### config.mk
export PLATFORM = sky130hd
export DESIGN_NAME = km_load_ctrl
export DESIGN_NICKNAME = d
export VERILOG_FILES = /design/src/rtl/km_load_ctrl_pkg.sv /design/src/rtl/kml_wrap_counter.sv /design/src/rtl/km_load_ctrl.sv
export SDC_FILE = /design/constraint.sdc
export NUM_CORES = 1
export LEC_CHECK = 0
export ABC_AREA = 1
export BUFFER_PORTS_ARGS = -buffer_cell sky130_fd_sc_hd__clkbuf_2
export CORE_ASPECT_RATIO = 1.5
export CORE_UTILIZATION = 50
export CTS_CLUSTER_DIAMETER = 120
export DETAILED_ROUTE_END_ITERATION = 16
export GPL_TIMING_DRIVEN = 0
export PLACE_DENSITY = 0.87
export SETUP_SLACK_MARGIN = 0.05
export SYNTH_ARGS = -nofsm -noshare
export SYNTH_HDL_FRONTEND = slang
export SYNTH_HIERARCHICAL = 1
export SYNTH_SLANG_ARGS = --single-unit
export TNS_END_PERCENT = 100
### constraint.sdc
create_clock -name KML_CLK -period 4.38 [get_ports KML_CLK]
set_input_delay 0.876 -clock KML_CLK [delete_from_list [all_inputs] [get_ports KML_CLK]]
set_output_delay 0.876 -clock KML_CLK [all_outputs]
set_load 0.05 [all_outputs]
### src/rtl/km_load_ctrl_pkg.sv
// Shared parameters for the kernel-memory load controller: address width, depth, FSM encoding.
// Optional feature macro used by km_load_ctrl: KML_PASS_CNT_EN (adds the KML_PASS_CNT output).
package km_load_ctrl_pkg;

   localparam int KM_AW    = 5;
   localparam int KM_DEPTH = 1 << KM_AW;

   typedef enum logic [1:0] {
      ST_IDLE  = 2'd0,
      ST_LOAD  = 2'd1,
      ST_READY = 2'd2,
      ST_RUN   = 2'd3
   } kml_state_e;

endpackage

`ifndef KM_depth
`define KM_depth 32
`endif

### src/rtl/kml_wrap_counter.sv
// AW-bit counter with enable and synchronous clear; wraps from limit back to 0.
// Latency: count updates on the edge after en; at_lim is a combinational compare.
module kml_wrap_counter
   import km_load_ctrl_pkg::*;
#(
   parameter int AW = KM_AW
) (
   input  logic          clk,
   input  logic          rst,
   input  logic          en,
   input  logic          clr,
   input  logic [AW-1:0] limit,
   output logic [AW-1:0] cnt,
   output logic          at_lim
);

   logic [AW-1:0] cnt_q;
   logic [AW-1:0] cnt_d;

   assign cnt    = cnt_q;
   assign at_lim = (cnt_q == limit);

   always_comb begin
      cnt_d = cnt_q;
      if (clr) begin
         cnt_d = '0;
      end else if (en) begin
         cnt_d = at_lim ? '0 : cnt_q + 1'b1;
      end
   end

   always_ff @(posedge clk) begin
      if (rst) begin
         cnt_q <= '0;
      end else begin
         cnt_q <= cnt_d;
      end
   end

endmodule

### src/rtl/km_load_ctrl.sv
// Owns the kernel-memory port: loads 1-32 coefficients from a valid/ready stream, then walks read addresses.
// Outputs are combinational decodes of state/counters; define KML_PASS_CNT_EN to add the pass counter.
module km_load_ctrl
   import km_load_ctrl_pkg::*;
#(
   parameter int DW = 16,
   parameter int AW = KM_AW
) (
   input  logic          KML_CLK,
   input  logic          KML_RST,
   input  logic          KML_LOAD,
   input  logic [AW-1:0] KML_LEN,
   input  logic [DW-1:0] KML_DIN,
   input  logic          KML_DIN_VALID,
   output logic          KML_DIN_READY,
   input  logic          KML_RUN,
   input  logic          KML_ADV,
   output logic          KM_WE,
   output logic [AW-1:0] KM_ADDR,
   output logic [DW-1:0] KM_DIN,
   output logic          KML_COEF_VALID,
   output logic          KML_LAST,
   output logic          KML_LOADED
`ifdef KML_PASS_CNT_EN
   ,
   output logic [15:0]   KML_PASS_CNT
`endif
);

   kml_state_e    state_q, state_d;
   logic [AW-1:0] len_q, len_d;

   logic [AW-1:0] wcnt, rcnt;
   logic          w_at_lim, r_at_lim;
   logic          load_acc, hs, adv_acc;

   // RUN has priority over a reload request in READY
   assign load_acc = KML_LOAD & ((state_q == ST_IDLE) | ((state_q == ST_READY) & ~KML_RUN));
   assign hs       = (state_q == ST_LOAD) & KML_DIN_VALID;
   assign adv_acc  = (state_q == ST_RUN) & KML_RUN & KML_ADV;

   assign KM_DIN = KML_DIN;

   kml_wrap_counter #(.AW(AW)) u_wcnt (
      .clk    (KML_CLK),
      .rst    (KML_RST),
      .en     (hs),
      .clr    (state_q != ST_LOAD),
      .limit  (len_q),
      .cnt    (wcnt),
      .at_lim (w_at_lim)
   );

   // Cleared in the cycle RUN drops so READY always presents address 0
   kml_wrap_counter #(.AW(AW)) u_rcnt (
      .clk    (KML_CLK),
      .rst    (KML_RST),
      .en     (adv_acc),
      .clr    ((state_q != ST_RUN) | ~KML_RUN),
      .limit  (len_q),
      .cnt    (rcnt),
      .at_lim (r_at_lim)
   );

   always_comb begin
      state_d        = state_q;
      len_d          = len_q;
      KML_DIN_READY  = 1'b0;
      KM_WE          = 1'b0;
      KM_ADDR        = rcnt;
      KML_COEF_VALID = 1'b0;
      KML_LAST       = 1'b0;
      KML_LOADED     = 1'b0;
      case (state_q)
         ST_IDLE: begin
            if (load_acc) begin
               state_d = ST_LOAD;
               len_d   = KML_LEN;
            end
         end
         ST_LOAD: begin
            KML_DIN_READY = 1'b1;
            KM_ADDR       = wcnt;
            KM_WE         = KML_DIN_VALID;
            if (hs && w_at_lim) begin
               state_d = ST_READY;
            end
         end
         ST_READY: begin
            KML_LOADED = 1'b1;
            if (KML_RUN) begin
               state_d = ST_RUN;
            end else if (load_acc) begin
               state_d = ST_LOAD;
               len_d   = KML_LEN;
            end
         end
         ST_RUN: begin
            KML_LOADED     = 1'b1;
            KML_COEF_VALID = 1'b1;
            KML_LAST       = r_at_lim;
            if (!KML_RUN) begin
               state_d = ST_READY;
            end
         end
         default: begin
            state_d = ST_IDLE;
         end
      endcase
   end

   always_ff @(posedge KML_CLK) begin
      if (KML_RST) begin
         state_q <= ST_IDLE;
         len_q   <= '0;
      end else begin
         state_q <= state_d;
         len_q   <= len_d;
      end
   end

`ifdef KML_PASS_CNT_EN
   logic [15:0] pass_cnt_q, pass_cnt_d;

   assign KML_PASS_CNT = pass_cnt_q;

   always_comb begin
      pass_cnt_d = pass_cnt_q;
      if (load_acc) begin
         pass_cnt_d = '0;
      end else if (adv_acc && r_at_lim && (pass_cnt_q != 16'hFFFF)) begin
         pass_cnt_d = pass_cnt_q + 16'd1;
      end
   end

   always_ff @(posedge KML_CLK) begin
      if (KML_RST) begin
         pass_cnt_q <= '0;
      end else begin
         pass_cnt_q <= pass_cnt_d;
      end
   end
`endif

endmodule

==> metrics <==
Tightest Pin Transition=471 ps; ant diodes=0; initial antenna violation count=0; metal3 WL=150 µm; cts bufs inserted=3; Final Setup Violations=0; vias in the first global route=911; post-route clock skew=8.25 ps; Yosys top cell by area=dfxtp_1; min cycle time layout=2680 ps; post-synthesis cell count=183; met2 WL=1160 µm; Max Freq=0.373 GHz; GRT overflow=0; die width=42 µm; H-tree Lvls=1; Longest Clk Path Bufs=2; Critical path buffers and inverters=3; maximum fanout along the worst path=8; Port Buffer Count=36; Nets=253; DR top layer=met4; LEAKAGE=0.780 nW; Yosys Warn Count=6; Hold Path Cell Cnt=2; post-route cell area=0.00144 mm²; WS Path Type=reg -> out; GRT Util Overall=19.0%; layout cells sized above 1=32.3%; drt first pass iters=4; # fillers=208; die area=0.00260 mm²; Reg2Reg Setup Slack=2610 ps; Setup TNS=0 ps; placer's final routability congestion estimate=0.804; Post-synth ARST share=0%; Starting DRT DRC Count=17; Hold Crit Endpoint=len_q[1]; Yosys reg bits=17; Area Overhead vs Synth=19.7%; final wirelength=2290 µm; DP Wirelength=1810 µm; Synth top area share=28.4%; Seq/Total Area, Yosys=28.4%; Cell Pwr Density=269 mW/mm²; Reg-to-Reg End=u_wcnt/cnt[4]; boundary pin count=53; Critical Path RT=3500 ps; status=completed; CTS tree=yes; CP cell instances=inv_1, nor2_4, inv_2, nor2_1, clkbuf_2; Core Area=0.00226 mm²; CTS clock-pin slew for the worst setup and hold paths=100 ps; DRC Markers=0; Cell Area, Synth=0.00120 mm²; Hold/Removal Path Class=reg -> reg; DP Area=0.00141 mm²; clock root cell=clkbuf_4; worst skew pair latency=300 ps; Vias/cell=4.76; Final Max Slew Viols=0; post-CTS setup buffer count=0; Worst path max stage delay=380 ps; DRT antenna net count=0; number of synthesized flops with an enable pin=0; CTS Hold Bufs=0; WL met1=919 µm; Rel. slew slack=68.5%; PostCTS Resize Cnt=0; Fin. Hold Viols=0; CTS sink count=17; total vias in the final route=1172; Min-Delay Startpoint=len_q[1]; first-pass GRT wire length=3740 µm; Unique masters post-synth=22; worst-path cell with the longest stage delay=nor2_1; Synth area leaders=dfxtp_1, nand2_1, buf_4; max-cap violations=0; RSZ-0062 raised after global routing=false; Peak VDD IR=0.171 mV; Starting Density=53.1%; Synth Area per Inst=6.56 µm²; largest net degree at the start of global routing=11; Die Ht=62.0 µm; Worst R2R Start=state_q[0]; Worst Reg-to-Reg Cells=9; syn_nets=212; drt wl/cell=9.32 µm; Arrival @ worst endpoint=1810 ps; FP Rows=21; commonest cells in the synthesized netlist=nand2_1, inv_1, nor2_1; crit end category=output port; Setup crit start kind=flop; Top Family by Delay on Critical Path=simple AND/OR/NAND/NOR gates; count leader, synth=nand2_1; final period utilization=61.3%; main flop type after synthesis=dfxtp_1
-- stage by stage --
| stage | instances | total power, W | worst slack [ps] | hold WS (ps) | util, % |
|---|---|---|---|---|---|
| floorplan | 183 | 0.000279 | 1720 | 514 | - |
| global placement | 242 | 0.000303 | 1750 | 541 | 62.3 |
| detailed placement | 242 | 0.000305 | 1760 | 546 | 62.3 |
| CTS | 246 | 0.000389 | 1690 | 558 | 63.6 |
| global route | 246 | 0.000409 | 1550 | 588 | 63.6 |
| finish | 246 | 0.000387 | 1700 | 556 | 63.6 |
-- layout by cell type, fill, tap and decap left out --
cell,n
buf_4,16
nand2_2,3
buf_2,1
nor2_4,1
xor2_1,6
clkbuf_4,3
nand4_1,4
clkbuf_2,36
a21oi_1,6
nor3_2,2
clkinv_2,1
clkbuf_1,1
nor2_1,29
nand3_1,1
and3_1,2
inv_1,29
mux2i_1,2
ha_1,2
xnor2_1,4
buf_6,1
nand2_1,48
nand3_2,5
dfxtp_1,17
inv_2,1
nor2_2,2
-- layout make-up --
type	instances	area, µm²	area share (%)
multi-input combinational	117	607	42.2
sequential	17	340	23.7
timing repair buffer	36	180	12.5
buffer	19	140	9.76
inverter	30	113	7.84
tap	23	28.8	2.00
clock buffer	3	22.5	1.57
clock inverter	1	5.00	0.348
-- how the worst max path moves through the flow --
stage | end | slack [ps] | cells past startpoint | start
final | KM_WE | 1700 | 5 | state_q[0]
after CTS | KM_WE | 1690 | 5 | state_q[0]
after detailed placement | KM_WE | 1760 | 4 | KML_DIN_VALID
after floorplan | KM_WE | 1720 | 2 | KML_DIN_VALID
after global routing | KM_WE | 1550 | 5 | state_q[0]
after global placement | KM_WE | 1750 | 4 | KML_DIN_VALID
-- flip-flops by register name (all words and copies together), names as in the netlist --
signal	flops
state_q	2
u_wcnt/cnt	5
u_rcnt/cnt	5
len_q	5
-- metal layers --
layer | global-route usage [%] | vias to the layer above
met4 | 11.1 | 0
met3 | 2.89 | 5
met2 | 34.4 | 50
met5 | 0 | -
met1 | 21.3 | 507
li1 | - | 610
-- power breakdown --
group | total (W) | internal, W | switching, W
logic | 0.000129 | 0.0000432 | 0.0000858
registers | 0.000172 | 0.000162 | 0.0000100
clock network | 0.0000855 | 0.0000341 | 0.0000514
-- cell families after synthesis --
logic type / share of synthesized area [%]
buffers and inverters: 21.1
AOI/OAI and AO/OA: 2.50
muxes: 1.67
and+or+nand+nor: 37.0
xor gates and xnor gates: 7.30
DFF: 28.4
adders and majority gates: 2.09
-- worst reg2reg max path: stages (launching register included) --
cell and delay (ps):
dfxtp_1 370, inv_1 100, nor2_4 200, inv_2 110, nor2_1 380, nand2_2 130, nor3_2 140, xor2_1 150
inv_1 60, nor2_2 90
Note: power is estimated with default switching activity, not from simulation.
